## src/rtl/fp_mul_pipe.sv

```systemverilog
// Three-stage pipelined floating-point multiplier with valid/ready handshake, DAZ/FTZ and flags.
// Define FP_MUL_RNE_EN for round-to-nearest-even; otherwise the mantissa is truncated toward zero.
module fp_mul_pipe #(
  parameter int EXP_W = 8,
  parameter int MAN_W = 23,
  parameter int TAG_W = 4,
  localparam int W    = 1 + EXP_W + MAN_W,
  localparam int BIAS = (1 << (EXP_W - 1)) - 1
) (
  input  logic             clk,
  input  logic             reset,
  input  logic             in_valid,
  output logic             in_ready,
  input  logic [W-1:0]     in_a,
  input  logic [W-1:0]     in_b,
  input  logic [TAG_W-1:0] in_tag,
  output logic             out_valid,
  input  logic             out_ready,
  output logic [W-1:0]     out_res,
  output logic [TAG_W-1:0] out_tag,
  output logic [3:0]       out_flags
);

  localparam int EW = EXP_W + 2;
  localparam int PW = 2 * MAN_W + 2;
  localparam logic signed [EW-1:0] E_MAX = EW'((1 << EXP_W) - 1);

  typedef enum logic [1:0] {K_NORM, K_NAN, K_INF, K_ZERO} kind_t;

  // ---------------- handshake ----------------
  logic s1_valid_reg, s2_valid_reg, out_valid_reg;
  logic adv1, adv2, adv3;

  assign adv3     = !out_valid_reg || out_ready;
  assign adv2     = !s2_valid_reg || adv3;
  assign adv1     = !s1_valid_reg || adv2;
  assign in_ready = adv1;

  // ---------------- S1: unpack / classify ----------------
  logic [W-1:0]     op     [2];
  logic [EXP_W-1:0] op_exp [2];
  logic [1:0]       is_nan, is_inf, is_zero;

  assign op[0] = in_a;
  assign op[1] = in_b;

  genvar gi;
  generate
    for (gi = 0; gi < 2; gi++) begin : g_cls
      assign op_exp[gi]  = op[gi][W-2 -: EXP_W];
      assign is_nan[gi]  = (&op_exp[gi]) & (|op[gi][MAN_W-1:0]);
      assign is_inf[gi]  = (&op_exp[gi]) & ~(|op[gi][MAN_W-1:0]);
      // Denormals are folded into zero here (DAZ).
      assign is_zero[gi] = ~(|op_exp[gi]);
    end
  endgenerate

  kind_t             s1_kind_next;
  logic [EW-1:0]     s1_e_next;

  always_comb begin
    s1_kind_next = K_NORM;
    if (|is_nan || (is_inf[0] && is_zero[1]) || (is_inf[1] && is_zero[0]))
      s1_kind_next = K_NAN;
    else if (|is_inf)
      s1_kind_next = K_INF;
    else if (|is_zero)
      s1_kind_next = K_ZERO;
  end

  assign s1_e_next = {2'b00, op_exp[0]} + {2'b00, op_exp[1]} - EW'(BIAS);

  kind_t             s1_kind_reg;
  logic              s1_sign_reg;
  logic [EW-1:0]     s1_e_reg;
  logic [MAN_W-1:0]  s1_ma_reg, s1_mb_reg;
  logic [TAG_W-1:0]  s1_tag_reg;

  always_ff @(posedge clk or posedge reset) begin
    if (reset) begin
      s1_valid_reg <= 1'b0;
      s1_kind_reg  <= K_NORM;
      s1_sign_reg  <= 1'b0;
      s1_e_reg     <= '0;
      s1_ma_reg    <= '0;
      s1_mb_reg    <= '0;
      s1_tag_reg   <= '0;
    end else if (adv1) begin
      s1_valid_reg <= in_valid;
      if (in_valid) begin
        s1_kind_reg <= s1_kind_next;
        s1_sign_reg <= in_a[W-1] ^ in_b[W-1];
        s1_e_reg    <= s1_e_next;
        s1_ma_reg   <= in_a[MAN_W-1:0];
        s1_mb_reg   <= in_b[MAN_W-1:0];
        s1_tag_reg  <= in_tag;
      end
    end
  end

  // ---------------- S2: significand product ----------------
  kind_t             s2_kind_reg;
  logic              s2_sign_reg;
  logic [EW-1:0]     s2_e_reg;
  logic [PW-1:0]     s2_prod_reg;
  logic [TAG_W-1:0]  s2_tag_reg;

  always_ff @(posedge clk or posedge reset) begin
    if (reset) begin
      s2_valid_reg <= 1'b0;
      s2_kind_reg  <= K_NORM;
      s2_sign_reg  <= 1'b0;
      s2_e_reg     <= '0;
      s2_prod_reg  <= '0;
      s2_tag_reg   <= '0;
    end else if (adv2) begin
      s2_valid_reg <= s1_valid_reg;
      if (s1_valid_reg) begin
        s2_kind_reg <= s1_kind_reg;
        s2_sign_reg <= s1_sign_reg;
        s2_e_reg    <= s1_e_reg;
        s2_prod_reg <= {1'b1, s1_ma_reg} * {1'b1, s1_mb_reg};
        s2_tag_reg  <= s1_tag_reg;
      end
    end
  end

  // ---------------- S3: normalise / round / pack ----------------
  logic                 prod_msb;
  logic [PW-2:0]        frac;
  logic [MAN_W-1:0]     mant, mant_f;
  logic                 guard_bit, round_bit, sticky_bit, carry;
  logic signed [EW-1:0] e_n, e_f;
  logic [W-1:0]         res_next;
  logic [3:0]           flags_next;

  // frac has the leading one removed, so a right shift by one is just a different slice.
  assign prod_msb   = s2_prod_reg[PW-1];
  assign frac       = prod_msb ? s2_prod_reg[PW-2:0] : {s2_prod_reg[PW-3:0], 1'b0};
  assign mant       = frac[PW-2 -: MAN_W];
  assign guard_bit  = frac[MAN_W];
  assign round_bit  = frac[MAN_W-1];
  assign sticky_bit = |frac[MAN_W-2:0];

`ifdef FP_MUL_RNE_EN
  logic             round_up;
  logic [MAN_W:0]   mant_sum;
  assign round_up = guard_bit & (round_bit | sticky_bit | mant[0]);
  assign mant_sum = {1'b0, mant} + {{MAN_W{1'b0}}, round_up};
  assign mant_f   = mant_sum[MAN_W-1:0];
  assign carry    = mant_sum[MAN_W];
`else
  assign mant_f = mant;
  assign carry  = 1'b0;
`endif

  assign e_n = s2_e_reg + {{(EW-1){1'b0}}, prod_msb};
  assign e_f = e_n + {{(EW-1){1'b0}}, carry};

  always_comb begin
    res_next   = '0;
    flags_next = 4'b0000;
    case (s2_kind_reg)
      K_NAN: begin
        res_next   = {1'b0, {EXP_W{1'b1}}, 1'b1, {(MAN_W-1){1'b0}}};
        flags_next = 4'b1000;
      end
      K_INF:  res_next = {s2_sign_reg, {EXP_W{1'b1}}, {MAN_W{1'b0}}};
      K_ZERO: res_next = {s2_sign_reg, {(W-1){1'b0}}};
      default: begin
        if (e_f >= E_MAX) begin
          res_next   = {s2_sign_reg, {EXP_W{1'b1}}, {MAN_W{1'b0}}};
          flags_next = 4'b0101;
        end else if (e_f[EW-1] || (e_f == '0)) begin
          res_next   = {s2_sign_reg, {(W-1){1'b0}}};
          flags_next = 4'b0011;
        end else begin
          res_next   = {s2_sign_reg, e_f[EXP_W-1:0], mant_f};
          flags_next = {3'b000, guard_bit | round_bit | sticky_bit};
        end
      end
    endcase
  end

  always_ff @(posedge clk or posedge reset) begin
    if (reset) begin
      out_valid_reg <= 1'b0;
      out_res       <= '0;
      out_tag       <= '0;
      out_flags     <= '0;
    end else if (adv3) begin
      out_valid_reg <= s2_valid_reg;
      if (s2_valid_reg) begin
        out_res   <= res_next;
        out_tag   <= s2_tag_reg;
        out_flags <= flags_next;
      end
    end
  end

  assign out_valid = out_valid_reg;

endmodule

```

## config.mk

```make
export PLATFORM = sky130hd
export DESIGN_NAME = fp_mul_pipe
export DESIGN_NICKNAME = d
export VERILOG_FILES = /design/src/rtl/fp_mul_pipe.sv
export SDC_FILE = /design/constraint.sdc
export NUM_CORES = 2
export LEC_CHECK = 0
export ABC_AREA = 1
export ABC_CLOCK_PERIOD_IN_PS = 6500
export CAP_MARGIN = 15
export CORE_UTILIZATION = 39
export CTS_CLUSTER_SIZE = 25
export DETAILED_ROUTE_END_ITERATION = 8
export GPL_ROUTABILITY_DRIVEN = 0
export HOLD_SLACK_MARGIN = 0.06
export PLACE_DENSITY_LB_ADDON = 0.3
export SLEW_MARGIN = 10
export SYNTH_ARGS = -nofsm -noshare
export SYNTH_HDL_FRONTEND = slang
export SYNTH_SLANG_ARGS = --single-unit
```

## constraint.sdc

```tcl
create_clock -name clk -period 6.5 [get_ports clk]
set_input_delay 1.95 -clock clk [delete_from_list [all_inputs] [get_ports clk]]
set_output_delay 1.95 -clock clk [all_outputs]
set_load 0.05 [all_outputs]
```

==> impl_metrics.ini <==
[floorplan]
dieHeight_um = 272
die_w_um = 272
start_util = 0.396
die_area_mm2 = 0.0740
ioPinCount = 114
fp-row-count = 98
coreArea_mm2 = 0.0719

[global_route]
grt_antenna_before_repair = 1
grt_max_degree = 107
grt_remaining_overflow = 0
grt_pass1_vias = 23777
grt_pass1_wl_mm = 127
grt_usage = 0.218

[critical_path]
worst_path_largest_cell_delay_ns = 0.58
ff2ff_setup_slack_ns = 0.22
worstSetupPathType = reg -> reg
cpMaxStageDelayCell = fa_1
critPathCaptureType = flop
critPathArrivalTime_ns = 6.67
crit_fanout = 7
r2r-start = s1_mb_reg[8]
crit_family = adder cells
crit_required_ns = 6.88
cp-start-kind = flop
crit_top_cell = fa_1
worstReg2RegEnd = s2_prod_reg[45]
crit_buf_inv = 7
r2r_cells = 26

[timing]
finalSetupViolations = 0
hold_viol_final = 0
finalMaxSlewViolations = 0
hold_slack_ns = 0.470
tightest_slew_ns = 1.12
min_period_over_period = 0.967
fmax_ghz = 0.159
period_needed_ns = 6.28
slew_headroom = 0.249
fin_skew_ns = 0.0220

[worst_hold_path]
holdCritPathClass = reg -> reg
hold_depth = 2
min_from = s1_sign_reg
min_to = s2_sign_reg

[synth]
synth_common_cells = nand2_1, inv_1, fa_1
synth-edff-count = 0
synthArstFlopShare = 1.00
ys_warn_count = 0
synth_area_mm2 = 0.0284
synth_area_leader_cell = fa_1
synth_nets = 4608
synth_cell_types = 33
synth_cells = 3859
yosys_most_used_dff = dfrtp_1
synth_most_common_cell = nand2_1
syn_area_per_cell_um2 = 7.37
yosysSeqAreaShare = 0.150
synth.area.top_cells = fa_1, nand2_1, inv_1, dfrtp_1, ha_1
yosysTopAreaCellShare = 0.340
ys_seq_elements = 171

[flow_run]
maxCapViolCount = 0

[layout]
syn2layout_area_growth_pct = 12.8
largest_reg_flops = 48
multi_input_area_mm2 = 0.0194
num-nets-final = 4709
antenna_cells = 0
drive_gt1_frac = 0.0549
regArea_mm2 = 0.00432
nFillCells = 7285

[drt]
wl_mm = 76.5
drtPass1Iterations = 5
drtIter0Drc = 1464
via_per_inst = 4.69
wl_per_cell_um = 15.5
drc = 0
antenna_left = 0
vias = 23071

[status]
status = finished clean

[clock_tree]
cts_root_buffer = clkbuf_16
h-tree-depth = 4
clock_sinks = 171
clockBufferDepth = 2
cts_hold_buf = 0
cts_tree = built
clk_latency_ns = 0.50
path_clk_slew_ns = 0.08
cts_buffers = 17

[place]
portBuffers = 113
hpwl_mm = 63.9
==> worst min-delay path, delay by kind of cell, from the launching register on <==
kind             cells  cell delay [ns]
flip-flops           1             0.35
AND/OR/NAND/NOR      2             0.10
==> logic make-up after synthesis <==
group / after synthesis / synth area share
and+or+nand+nor: 1491 / 0.209
buffers and inverters: 1306 / 0.173
adders and majority gates: 677 / 0.425
AOI/OAI and AO/OA: 191 / 0.0347
DFF: 171 / 0.150
xor gates and xnor gates: 23 / 0.00734
==> through the flow <==
step / setup WS (ns) / utilization / TNS, ns / cells / area (um^2)
global route: -0.00685 / 0.446 / -0.0115 / 4923 / 32100
global placement: 0.0303 / 0.435 / 0 / 4879 / 31200
CTS: 0.0219 / 0.443 / 0 / 4911 / 31800
floorplan: 0.423 / - / 0 / 3859 / 28500
finish: 0.215 / 0.446 / 0 / 4923 / 32100
detailed placement: 0.00208 / 0.435 / 0 / 4879 / 31200
==> area by class of cell <==
type,count,share of cell area
clock inverter,14,0.00523
tap,950,0.0371
timing repair buffer,235,0.0711
clock buffer,18,0.0137
multi-input combinational,2382,0.603
sequential,171,0.135
inverter,1153,0.135
==> worst max-delay path by stage <==
stage	slack [ns]	end	start	depth (start not counted)
floorplan	0.42	s2_prod_reg[25]	s1_mb_reg[3]	27
global placement	0.03	s2_prod_reg[39]	s1_mb_reg[7]	24
detailed placement	0.002	s2_prod_reg[39]	s1_mb_reg[7]	25
CTS	0.02	s2_prod_reg[39]	s1_mb_reg[10]	24
global route	-0.007	s2_prod_reg[41]	s1_ma_reg[15]	25
finish	0.22	s2_prod_reg[45]	s1_mb_reg[8]	26
==> layer usage <==
metal | up-vias | GRT usage | part of all wire
met5 | - | 0 | 0
met4 | 0 | 0.0507 | 0.020
met1 | 11301 | 0.312 | 0.47
met2 | 522 | 0.355 | 0.47
li1 | 11169 | - | -
met3 | 79 | 0.0227 | 0.047
==> cells in the final DEF, fill, tap and decap left out, types with 3 or more instances in the layout <==
master,synthesis,routed
nor4_1,7,7
nand3b_1,15,15
nor3_1,8,5
nand4_1,64,64
buf_12,0,19
xnor2_1,16,16
ha_2,0,3
clkinv_8,0,4
nor2_1,119,103
o21ai_0,132,131
o21ai_1,20,21
nor3_2,0,3
ha_1,194,190
xor2_1,6,6
fa_1,483,482
clkbuf_16,0,17
inv_1,1150,1149
dfrtp_1,171,145
nand2_1,1190,1186
clkdlybuf4s50_1,0,113
dfrtp_2,0,24
nand2_2,0,3
a21oi_1,28,27
inv_8,0,5
nand3_1,84,84
o21bai_1,3,3
buf_4,3,101
nor2_2,1,15
==> timing repair <==
item                                    4_1_cts  5_1_grt
setup buffers                                 0       12
gates resized for setup                       1       57
endpoints found under the setup margin        4       31
pin swaps                                     0        2
hold endpoints to repair                      0        0
Power is left out: the tool's default activity adds up to more than one toggle a clock period on the data nets, which glitch-free logic cannot reach.
